### config.mk
export PLATFORM = sky130hd
export DESIGN_NAME = aes_prng
export DESIGN_NICKNAME = d
export VERILOG_FILES = /design/src/rtl/aes_rng_pkg.sv /design/src/rtl/aes_prng_core.sv /design/src/rtl/aes_prng.sv
export SDC_FILE = /design/constraint.sdc
export NUM_CORES = 1
export LEC_CHECK = 0
export ABC_CLOCK_PERIOD_IN_PS = 11120
export CAP_MARGIN = 20
export CORE_MARGIN = 1
export CORE_UTILIZATION = 61
export DETAILED_ROUTE_END_ITERATION = 7
export PLACE_DENSITY = 0.92
export SYNTH_ARGS = -nofsm -noshare
export SYNTH_HDL_FRONTEND = slang
export SYNTH_SLANG_ARGS = --single-unit
### constraint.sdc
create_clock -name clk -period 11.12 [get_ports clk]
set_input_delay 2.224 -clock clk [delete_from_list [all_inputs] [get_ports clk]]
set_output_delay 2.224 -clock clk [all_outputs]
set_load 0.02 [all_outputs]
### src/rtl/aes_rng_pkg.sv
// Shared types and xoshiro128++ helpers for the masked-AES PRNG.
// The bench model calls the same functions.
package aes_rng_pkg;

  typedef enum logic [1:0] {
    ST_IDLE      = 2'd0,
    ST_WARMUP    = 2'd1,
    ST_RUN       = 2'd2,
    ST_NEED_SEED = 2'd3
  } prng_state_e;

  localparam logic [31:0] PRNG_ZERO_SEED_FIX = 32'h9E3779B9;

  // Field order matches the seed bus: seed[31:0] lands in s0.
  typedef struct packed {
    logic [31:0] s3;
    logic [31:0] s2;
    logic [31:0] s1;
    logic [31:0] s0;
  } xo_state_t;

  function automatic logic [31:0] rotl32(input logic [31:0] x, input int unsigned sh);
    return (x << sh) | (x >> (32 - sh));
  endfunction

  // The all-zero state is a fixed point of the step, so it is replaced.
  function automatic xo_state_t xoshiro_seed(input logic [127:0] seed);
    xo_state_t s;
    s = seed;
    if (seed == '0) s.s0 = PRNG_ZERO_SEED_FIX;
    return s;
  endfunction

  function automatic xo_state_t xoshiro_step(input xo_state_t s);
    xo_state_t n;
    logic [31:0] t;
    n = s;
    t = s.s1 << 9;
    n.s2 = n.s2 ^ n.s0;
    n.s3 = n.s3 ^ n.s1;
    n.s1 = n.s1 ^ n.s2;
    n.s0 = n.s0 ^ n.s3;
    n.s2 = n.s2 ^ t;
    n.s3 = rotl32(n.s3, 11);
    return n;
  endfunction

  function automatic logic [31:0] xoshiro_out(input xo_state_t s);
    logic [31:0] sum;
    sum = s.s0 + s.s3;
    return rotl32(sum, 7) + s.s0;
  endfunction

endpackage

### src/rtl/aes_prng_core.sv
// 128-bit xoshiro128++ state register with load/step controls.
// The output word depends only on the registered state.
module aes_prng_core
  import aes_rng_pkg::*;
(
  input  logic         clk,
  input  logic         rst_n,
  input  logic         load_i,
  input  logic [127:0] seed_i,
  input  logic         step_i,
  output logic [31:0]  data_o
);

  xo_state_t st_q, st_d;

  always_comb begin
    st_d = st_q;
    if (load_i)      st_d = xoshiro_seed(seed_i);
    else if (step_i) st_d = xoshiro_step(st_q);
  end

  always_ff @(posedge clk or negedge rst_n) begin
    if (!rst_n) st_q <= '0;
    else        st_q <= st_d;
  end

  assign data_o = xoshiro_out(st_q);

endmodule

### src/rtl/aes_prng.sv
// Seeded xoshiro128++ word source with warm-up and reseed limit.
// FSM and counters live here; the state register is in aes_prng_core.
module aes_prng
  import aes_rng_pkg::*;
#(
  parameter int WARMUP_ROUNDS   = 16,
  parameter int RESEED_INTERVAL = 65536,
  parameter int CNT_W           = 32
) (
  input  logic         clk,
  input  logic         resetn,
  input  logic [127:0] seed_i,
  input  logic         seed_valid_i,
  output logic         seed_ready_o,
  output logic [31:0]  out_data_o,
  output logic         out_valid_o,
  input  logic         out_ready_i,
  output logic         reseed_req_o,
  output logic         busy_o
);

  localparam int WU_W = (WARMUP_ROUNDS > 0) ? $clog2(WARMUP_ROUNDS + 1) : 1;
  localparam logic [WU_W-1:0]  WU_LAST = WU_W'(WARMUP_ROUNDS - 1);
  localparam logic [CNT_W-1:0] CNT_MAX = CNT_W'(RESEED_INTERVAL);

  prng_state_e      state_q, state_d;
  logic [WU_W-1:0]  wu_q, wu_d;
  logic [CNT_W-1:0] cnt_q, cnt_d, cnt_inc;
  logic             accept, hs, load, step;

  assign seed_ready_o = (state_q != ST_WARMUP);
  assign out_valid_o  = (state_q == ST_RUN);
  assign busy_o       = (state_q == ST_WARMUP);
  assign reseed_req_o = (state_q == ST_IDLE) || (state_q == ST_NEED_SEED);

  assign accept  = seed_valid_i && seed_ready_o;
  assign hs      = out_valid_o && out_ready_i;
  assign cnt_inc = cnt_q + CNT_W'(1);

  always_comb begin
    state_d = state_q;
    wu_d    = wu_q;
    cnt_d   = cnt_q;
    load    = 1'b0;
    step    = 1'b0;
    // A seed wins over a same-cycle output handshake: the state is reloaded.
    if (accept) begin
      load    = 1'b1;
      cnt_d   = '0;
      wu_d    = '0;
      state_d = (WARMUP_ROUNDS > 0) ? ST_WARMUP : ST_RUN;
    end else begin
      case (state_q)
        ST_WARMUP: begin
          step = 1'b1;
          if (wu_q == WU_LAST) begin
            wu_d    = '0;
            state_d = ST_RUN;
          end else begin
            wu_d = wu_q + WU_W'(1);
          end
        end
        ST_RUN: begin
          if (hs) begin
            step  = 1'b1;
            cnt_d = cnt_inc;
            if (cnt_inc == CNT_MAX) state_d = ST_NEED_SEED;
          end
        end
        default: ;
      endcase
    end
  end

  always_ff @(posedge clk or negedge resetn) begin
    if (!resetn) begin
      state_q <= ST_IDLE;
      wu_q    <= '0;
      cnt_q   <= '0;
    end else begin
      state_q <= state_d;
      wu_q    <= wu_d;
      cnt_q   <= cnt_d;
    end
  end

  aes_prng_core u_core (
    .clk    (clk),
    .rst_n  (resetn),
    .load_i (load),
    .seed_i (seed_i),
    .step_i (step),
    .data_o (out_data_o)
  );

endmodule

==> results.toml, run 1 <==
[drt]
remaining_drc_errors = 0
vias_per_cell = 6.90
drtPass1Iterations = 7
wl_per_cell_um = 23.2
antenna_left = 0
vias = 13600
routed_wl_mm = 45.8
drtIter0Drc = 1922

[floorplanning]
rows = 52
dieArea_mm2 = 0.0217
die_x_um = 147
placeableCoreArea_mm2 = 0.0204
pin_count = 168
die_h_um = 147
initial_core_util = 0.629

[clocking]
htreeDepth = 4
cts-root-buf = "clkbuf_16"
clock_path_buffers = 2
cts_resized = 0
cts_tree = "yes"
cts_sinks = 167
cts_setup_buffers = 0
cts_made_buffers = 17
clk_pin_slew_worst_paths_ns = 0.08
clock_latency_ns = 0.44
cts_hold_buf = 0

[global_route]
track_usage = 0.425
antenna_found_initial = 1
grt_max_degree = 115
overflow = 0
grt_pass1_wl_mm = 70.8
grt_pass1_vias = 12700

[critical_path]
worst-path-buf-inv = 2
cp_slowest_cell = "clkdlybuf4s50_1"
rr_worst_depth = 9
path_class = "reg -> out"
crit_arrival_ns = 6.36
required_ns = 8.90
cp_top_family = "compound AO/OA/AOI/OAI gates"
path_depth = 20
slowest_delay_ns = 0.62
cp-end-kind = "output pin"
path_cells = "ha_1, inv_1, fa_1, nor2b_1, o31ai_1, a211oi_1, nor4bb_1, or3b_2, a21oi_1, o311ai_0, ha_1, o21ai_0, a211oi_1, a21o_1, or2_2, o41ai_2, o2111ai_1, o22ai_1, xnor2_1, clkdlybuf4s50_1"
cp-start-kind = "flip-flop"
cp_max_fo = 6

[sta]
worst_pin_slew_ns = 1.13
grt_setup_unrepaired = "no"
finalSetupViolations = 0
layout_min_cycle_time_ns = 8.58
fin_tns_setup_ns = 0
clock_skew_ns = 0.0128
finalMaxSlewViolations = 0
hold_viol = 0
maxSlewHeadroom = 0.249
period_share = 0.772
fmax_mhz = 117

[yosys]
ys_warn_count = 0
synth_cells = 1583
synth-main-ff-cell = "dfrtp_1"
synthMuxAreaShare = 0.00409
yosysSeqAreaShare = 0.325
synth-seq-cells = 167
synthAdderAreaFrac = 0.0683
avgSynthCellArea_um2 = 8.12
synth_cell_type_count = 76
synthesis.nets = 1784
synth_edf_count = 0
synth-xor-area-share = 0.117
synth_compound_area_frac = 0.258
synthArstFlopShare = 1.00
synth_top_family_by_area = "compound AO/OA/AOI/OAI gates"
synth_area_mm2 = 0.0129
synth_simple_gate_area_share = 0.195

[worst_hold_path]
worst_hold_path.num_cells = 2
hp-class = "reg -> reg"

[placed_design]
hpwlAfterDp_mm = 33.9
gp_congestion = 1.04
portBuffers = 167

[run_status]
status = "finished, final reports clean"

[layout]
drive_gt1_frac = 0.0486
nNetsFinal = 1896
area_delta_synth_final_pct = 18.5
fill_cells = 1505
antennaDiodeCount = 0

[flow_run]
maxCapViolCount = 0
sequential cells by signal, indices dropped and copies added (netlist names):
name	flops
cnt_q	32
u_core.st_q	128
wu_q	5
state_q	2
worst register-to-register path, delay by kind of cell, from the launching register on:
kind	cells	cell delay [ns]
buffers and inverters	3	1.58
AOI/OAI and AO/OA	3	0.99
adders and majority gates	1	0.24
DFF	1	0.40
and+or+nand+nor	2	1.04
per-layer routing:
layer / share of wire / wire length, um / GRT usage
met4: 0.053 / 2410 / 0.212
met5: 0 / 0 / 0
met3: 0.14 / 6280 / 0.120
met1: 0.38 / 17400 / 0.571
met2: 0.43 / 19700 / 0.626
cell type report:
class	instances	area (um2)	area share
Multi-Input combinational cell	1311	8300	0.545
Sequential cell	167	4180	0.274
Timing Repair Buffer	174	1730	0.113
Clock buffer	17	425	0.0279
Tap cell	270	338	0.0222
Clock inverter	15	180	0.0118
Inverter	24	90.1	0.00591
cell usage after synthesis (all sizes together) (24+ instances only):
library cell | n | share of area
dfrtp | 167 | 0.32
nand2 | 117 | 0.034
nor2 | 137 | 0.040
ha | 67 | 0.065
nand3 | 100 | 0.040
inv | 24 | 0.0070
o21ai | 158 | 0.061
a211oi | 66 | 0.039
xor2 | 111 | 0.076
nor3 | 27 | 0.011
clkbuf | 68 | 0.020
nor4 | 37 | 0.020
nand4 | 24 | 0.013
xnor2 | 61 | 0.042
a21o | 28 | 0.016
a21oi | 194 | 0.076
through the flow:
| stage | instances | instance area (um2) | hold slack, ns | util | setup WS, ns |
|---|---|---|---|---|---|
| floorplan | 1583 | 12900 | 0.473 | - | 4.27 |
| global placement | 1946 | 14600 | 0.494 | 0.716 | 3.16 |
| detailed placement | 1946 | 14600 | 0.511 | 0.716 | 3.06 |
| CTS | 1978 | 15200 | 0.506 | 0.746 | 2.59 |
| global route | 1978 | 15200 | 0.542 | 0.746 | 2.20 |
| finish | 1978 | 15200 | 0.509 | 0.746 | 2.54 |
cell families after synthesis:
group / after synthesis
AND/OR/NAND/NOR: 515
adder cells (fa/ha/maj): 69
AO/OA/AOI/OAI: 550
multiplexers: 5
buffers and inverters: 105
flip-flops: 167
XOR/XNOR: 172
cells in the final DEF, fill, tap and decap left out, drive strengths merged, types with 11 or more instances in the layout:
| master | instances |
|---|---|
| a21o | 28 |
| a21oi | 194 |
| nor2 | 137 |
| dfrtp | 167 |
| o22ai | 14 |
| ha | 67 |
| nor3 | 27 |
| nand2 | 117 |
| inv | 33 |
| or2 | 21 |
| xnor2 | 61 |
| clkbuf | 17 |
| clkdlybuf4s50 | 166 |
| o21a | 11 |
| nor4 | 37 |
| nand3 | 100 |
| o21ai | 158 |
| nand4 | 24 |
| xor2 | 111 |
| a211oi | 66 |
worst paths after layout:
kind | from | endpoint | slack [ns]
setup / recovery | u_core.st_q[0]$_DFFE_PN0P_ | out_data_o[31] | 2.54
hold / removal | wu_q[4]$_DFFE_PN0P_ | wu_q[4]$_DFFE_PN0P_ | 0.51
setup reg to reg | state_q[0]$_DFFE_PN0P_ | u_core.st_q[97]$_DFFE_PN0P_ | 6.79
hold reg to reg | wu_q[4]$_DFFE_PN0P_ | wu_q[4]$_DFFE_PN0P_ | 0.51
max in group asynchronous | resetn | u_core.st_q[12]$_DFFE_PN0P_ | 7.72
min in group asynchronous | resetn | u_core.st_q[91]$_DFFE_PN0P_ | 1.86
Power of run 1 is not shown: default switching activity piles up to over one toggle a cycle in this logic, so the estimate is an artifact.
==> run 2, diff against run 1 <==
--- a/config.mk
+++ b/config.mk
@@ -5,12 +5,12 @@
 export SDC_FILE = /design/constraint.sdc
 export NUM_CORES = 1
 export LEC_CHECK = 0
-export ABC_CLOCK_PERIOD_IN_PS = 11120
+export ABC_CLOCK_PERIOD_IN_PS = 7260
 export CAP_MARGIN = 20
 export CORE_MARGIN = 1
-export CORE_UTILIZATION = 61
+export CORE_UTILIZATION = 51
 export DETAILED_ROUTE_END_ITERATION = 7
-export PLACE_DENSITY = 0.92
+export PLACE_DENSITY = 0.83
 export SYNTH_ARGS = -nofsm -noshare
 export SYNTH_HDL_FRONTEND = slang
 export SYNTH_SLANG_ARGS = --single-unit
==> constraint.sdc (replaced) <==
create_clock -name clk -period 7.26 [get_ports clk]
set_input_delay 1.452 -clock clk [delete_from_list [all_inputs] [get_ports clk]]
set_output_delay 1.452 -clock clk [all_outputs]
set_load 0.02 [all_outputs]
==> run 2 against run 1 <==
Clock-buffer cell count up 3. First-iteration DRC count shrank 16%. Non-clock buffer count up 28. Cell area is 2.3% higher. Wire length fell by 1.6%. Hold slack better by 0.026 ns. Worst setup slack worse by 2.2 ns. Sequential cell count stayed put. Register-to-register slack lost 3.3 ns. Critical path type unchanged. Highest routed layer unchanged.
==> results.toml, run 2 (synthesis results as in run 1) <==
[global_route]
grt_pass1_wl_mm = 70.0
overflow = 0
track_usage = 0.350
antenna_found_initial = 0
grt_max_degree = 107
grt_pass1_vias = 12400

[floorplanning]
pin_count = 168
initial_core_util = 0.524
die_h_um = 161
die_x_um = 161
dieArea_mm2 = 0.0259
rows = 57
placeableCoreArea_mm2 = 0.0245

[drt]
vias = 13500
wl_per_cell_um = 21.9
routed_wl_mm = 45.1
drtPass1Iterations = 6
remaining_drc_errors = 0
vias_per_cell = 6.55
antenna_left = 0
drtIter0Drc = 1624

[sta]
hold_viol = 0
fin_tns_setup_ns = 0
finalSetupViolations = 0
maxSlewHeadroom = 0.313
grt_setup_unrepaired = "no"
fmax_mhz = 144
period_share = 0.960
worst_pin_slew_ns = 1.03
finalMaxSlewViolations = 0
layout_min_cycle_time_ns = 6.97
clock_skew_ns = 0.00872

[layout]
area_delta_synth_final_pct = 21.2
largest_reg_flops = 128
final_cell_mix = "a21oi_1, dfrtp_1, o21ai_0"
antennaDiodeCount = 0
largest-register = "u_core.st_q"
largestRegisters = "u_core.st_q: 128 flops, cnt_q: 32 flops, wu_q: 5 flops"
drive_gt1_frac = 0.0738
final_common_cell = "a21oi_1"
nNetsFinal = 1924

[clocking]
htreeDepth = 4
cts_tree = "yes"
cts-root-buf = "clkbuf_16"
cts_made_buffers = 17
clock_path_buffers = 2
cts_sinks = 167
clock_latency_ns = 0.43
clk_pin_slew_worst_paths_ns = 0.07
cts_hold_buf = 0

[critical_path]
cp_max_fo = 4
required_ns = 5.81
rrSetupSlack_ns = 3.54
crit_arrival_ns = 5.52
path_class = "reg -> out"
cp-start-kind = "flip-flop"
cp-end-kind = "output pin"

[placed_design]
gp_congestion = 0.987
hpwlAfterDp_mm = 34.6
portBuffers = 167

[flow_run]
maxCapViolCount = 0

[run_status]
status = "finished, final reports clean"

[worst_hold_path]
hp-class = "reg -> reg"
## run 2: changes by cell type in the layout (fill, tap and decap cells not counted), moves of 3 or more
cell / previous run / this run
a211oi_1: 66 / 63
buf_4: 7 / 34
clkinv_4: 1 / 4
inv_8: 5 / 0
a21oi_2: 0 / 3
clkdlybuf4s50_1: 166 / 154
inv_6: 4 / 0
dlymetal6s2s_1: 0 / 9
a21oi_1: 193 / 190
clkbuf_2: 0 / 3
## run 2: final timing paths
check                                         endpoint                         from  depth (start not counted)
setup reg to reg           u_core.st_q[29]$_DFFE_PN0P_       state_q[0]$_DFFE_PN0P_                          9
hold / removal             u_core.st_q[71]$_DFFE_PN0P_  u_core.st_q[71]$_DFFE_PN0P_                          2
min in group asynchronous  u_core.st_q[91]$_DFFE_PN0P_                       resetn                          1
setup / recovery                        out_data_o[31]  u_core.st_q[96]$_DFFE_PN0P_                         21
hold reg to reg            u_core.st_q[71]$_DFFE_PN0P_  u_core.st_q[71]$_DFFE_PN0P_                          2
max in group asynchronous   u_core.st_q[7]$_DFFE_PN0P_                       resetn                          2
## run 2: through the flow
step	std cells	worst slack (ns)	util	hold WS, ns	cell area, um2
after floorplan	1583	1.18	-	0.473	12900
after global placement	2025	0.200	0.607	0.491	14900
final	2059	0.291	0.635	0.535	15600
after CTS	2057	0.0125	0.632	0.527	15500
after global routing	2059	0.0151	0.635	0.532	15600
after detailed placement	2025	0.0941	0.607	0.513	14900
## run 2: timing repair
action                                  4_1_cts  5_1_grt
buffers inserted                              1        2
cloned                                        0        0
hold endpoints to repair                      0        0
gates resized for setup                      10       33
pin swaps                                     1        9
endpoints found under the setup margin        8       14
## run 2: cell type report
class                   count  area, um2
fillers                  2062       8950
well taps                 324        405
clock buffers              20        457
clock inverters            11        103
flip-flops and latches    167       4180
repair buffers            202       1960
multi-input cells        1311       8390
inverters                  24       90.1
## run 2: worst max-delay path, stage by stage (launching register included)
cell and delay [ns]:
dfrtp_1 0.40, ha_1 0.19, inv_1 0.05, fa_1 0.41, nor2b_2 0.19, o31ai_2 0.10, a211oi_2 0.37, nor4bb_4 0.10
or3b_2 0.48, a21oi_2 0.22, nand3_1 0.11, o311ai_1 0.13, ha_1 0.35, o21ai_1 0.19, a211oi_1 0.10, a21o_1 0.20
or2_2 0.34, o41ai_4 0.41, o2111ai_2 0.19, o22ai_1 0.23, xnor2_1 0.14, clkbuf_2 0.18
## run 2: per-layer routing
metal | vias up | track usage | part of all wire
met2 | 843 | 0.514 | 0.43
met5 | - | 0 | 0
met1 | 6402 | 0.486 | 0.40
li1 | 6098 | - | -
met4 | 0 | 0.163 | 0.047
met3 | 135 | 0.0803 | 0.12
Power of run 2 is left out for the same reason.
==> run 3, diff against run 2 <==
--- a/config.mk
+++ b/config.mk
@@ -8,9 +8,9 @@
 export ABC_CLOCK_PERIOD_IN_PS = 7260
 export CAP_MARGIN = 20
 export CORE_MARGIN = 1
-export CORE_UTILIZATION = 51
+export CORE_UTILIZATION = 40
 export DETAILED_ROUTE_END_ITERATION = 7
-export PLACE_DENSITY = 0.83
+export PLACE_DENSITY = 0.68
 export SYNTH_ARGS = -nofsm -noshare
 export SYNTH_HDL_FRONTEND = slang
 export SYNTH_SLANG_ARGS = --single-unit
==> run 3 against run 2 <==
Cell count increased by 3.9%. Via count is 3.1% lower. Core utilization shrank 14 points. Sequential cell count unchanged. Wire length is 3.6% higher. First-iteration DRC count down 20%. Worst setup slack worse by 0.054 ns. Maximum frequency is 0.78% lower. Clock-buffer cell count stayed put. Hold slack worse by 0.017 ns.
==> results.toml, run 3 (synthesis results as in run 1) <==
[floorplanning]
die_x_um = 181
rows = 65
pin_count = 168
initial_core_util = 0.408
placeableCoreArea_mm2 = 0.0316
dieArea_mm2 = 0.0329
die_h_um = 181

[layout]
largest_reg_flops = 128
nNetsFinal = 1925
multi_input_comb_area_mm2 = 0.00838
antennaDiodeCount = 0
design_area_mm2 = 0.0158
final_cell_mix = "a21oi_1, dfrtp_1, clkdlybuf4s50_1"
drive_gt1_frac = 0.0725
layoutNonFillerInstCount = 2139
largest-register = "u_core.st_q"
final_common_cell = "a21oi_1"
final-seq-area_mm2 = 0.00418
largestRegisters = "u_core.st_q: 128 flops, cnt_q: 32 flops, wu_q: 5 flops"
fill_cells = 3038
area_delta_synth_final_pct = 22.6

[critical_path]
path_class = "reg -> out"
path_cells = "ha_1, inv_1, fa_1, nor2b_2, o31ai_2, a211oi_2, buf_4, nor4bb_4, or3b_2, a21oi_1, buf_4, nand3_1, o311ai_0, ha_1, o21ai_1, a211oi_1, a21o_1, or2_2, o41ai_4, o2111ai_2, o22ai_2, xnor2_1, clkdlybuf4s15_1"
cp-start-kind = "flip-flop"
cp_slowest_cell = "or3b_2"
slowest_delay_ns = 0.47
cp_max_fo = 3
cp-end-kind = "output pin"
crit_arrival_ns = 5.57
required_ns = 5.81

[placed_design]
hpwlAfterDp_mm = 36.0
place_worst_setup_slack_ns = 0.130
gp_congestion = 0.960
portBuffers = 167
post_dp_cell_area_mm2 = 0.0150
dp.cells = 2105

[clocking]
cts_made_buffers = 17
htreeDepth = 4
cts_sinks = 167
clock_path_buffers = 2
clk_pin_slew_worst_paths_ns = 0.07
cts-root-buf = "clkbuf_16"
cts_tree = "yes"
clock_latency_ns = 0.45

[sta]
fmax_mhz = 142
finalMaxSlewViolations = 0
layout_min_cycle_time_ns = 7.02
worst_pin_slew_ns = 0.994
fin_ws_ns = 0.237
period_share = 0.967
clock_skew_ns = 0.0111
finalSetupViolations = 0
hold_viol = 0
fin_tns_setup_ns = 0
maxSlewHeadroom = 0.331

[drt]
routed_wl_mm = 46.7
vias_per_cell = 6.11
drtPass1Iterations = 5
wl_per_cell_um = 21.8
antenna_left = 0
remaining_drc_errors = 0
drtIter0Drc = 1294
vias = 13100

[global_route]
track_usage = 0.283
antenna_found_initial = 1
grt_pass1_wl_mm = 71.2
grt_max_degree = 111
grt_pass1_vias = 12000
overflow = 0

[run_status]
status = "finished, final reports clean"

[flow_run]
maxCapViolCount = 0

[worst_hold_path]
hp-class = "reg -> reg"
run 3: path summary, 6_finish.rpt:
kind,start,end,slack (ns),cells past startpoint
worst min-delay path,wu_q[4]$_DFFE_PN0P_,wu_q[4]$_DFFE_PN0P_,0.52,2
worst max register to register,state_q[0]$_DFFE_PN0P_,state_q[1]$_DFFE_PN0P_,3.87,9
min in group asynchronous,resetn,cnt_q[8]$_DFFE_PN0P_,1.10,1
worst max-delay path,u_core.st_q[96]$_DFFE_PN0P_,out_data_o[31],0.24,23
worst min register to register,wu_q[4]$_DFFE_PN0P_,wu_q[4]$_DFFE_PN0P_,0.52,2
max in group asynchronous,resetn,u_core.st_q[17]$_DFFE_PN0P_,4.98,3
run 3: area by class of cell:
cell class,instances,area share
flip-flops and latches,167,0.265
clock buffers,20,0.0296
multi-input cells,1311,0.532
clock inverters,12,0.00905
repair buffers,203,0.127
well taps,402,0.0319
inverters,24,0.00572
run 3: timing repair:
action / in CTS / in global routing
endpoints found under the setup margin: 6 / 14
pin swaps: 1 / 2
hold buffers: 0 / 0
buffers inserted: 0 / 1
gates resized for setup: 6 / 23
run 3: per-stage QoR:
step                      utilization  hold slack [ns]
after floorplan                     -            0.473
after global placement          0.476            0.492
after detailed placement        0.476            0.499
after CTS                       0.496            0.515
after global routing            0.500            0.540
final                           0.500            0.518
run 3: routing by layer:
metal  track usage  part of all wire  vias to the layer above
met5             0           0.00028                        -
met4         0.115             0.038                        2
met3        0.0387             0.081                       86
met2         0.417              0.43                      637
met1         0.412              0.45                     6237
li1              -                 -                     6099
run 3: worst max-delay path, delay by kind of cell, from the launching register on:
| kind | cells | cell delay (ns) |
|---|---|---|
| buffers and inverters | 4 | 0.69 |
| AO/OA/AOI/OAI | 10 | 1.89 |
| flip-flops | 1 | 0.40 |
| AND/OR/NAND/NOR | 5 | 1.08 |
| XOR/XNOR | 1 | 0.13 |
| adder cells (fa/ha/maj) | 3 | 0.93 |
Power of run 3 is left out for the same reason.
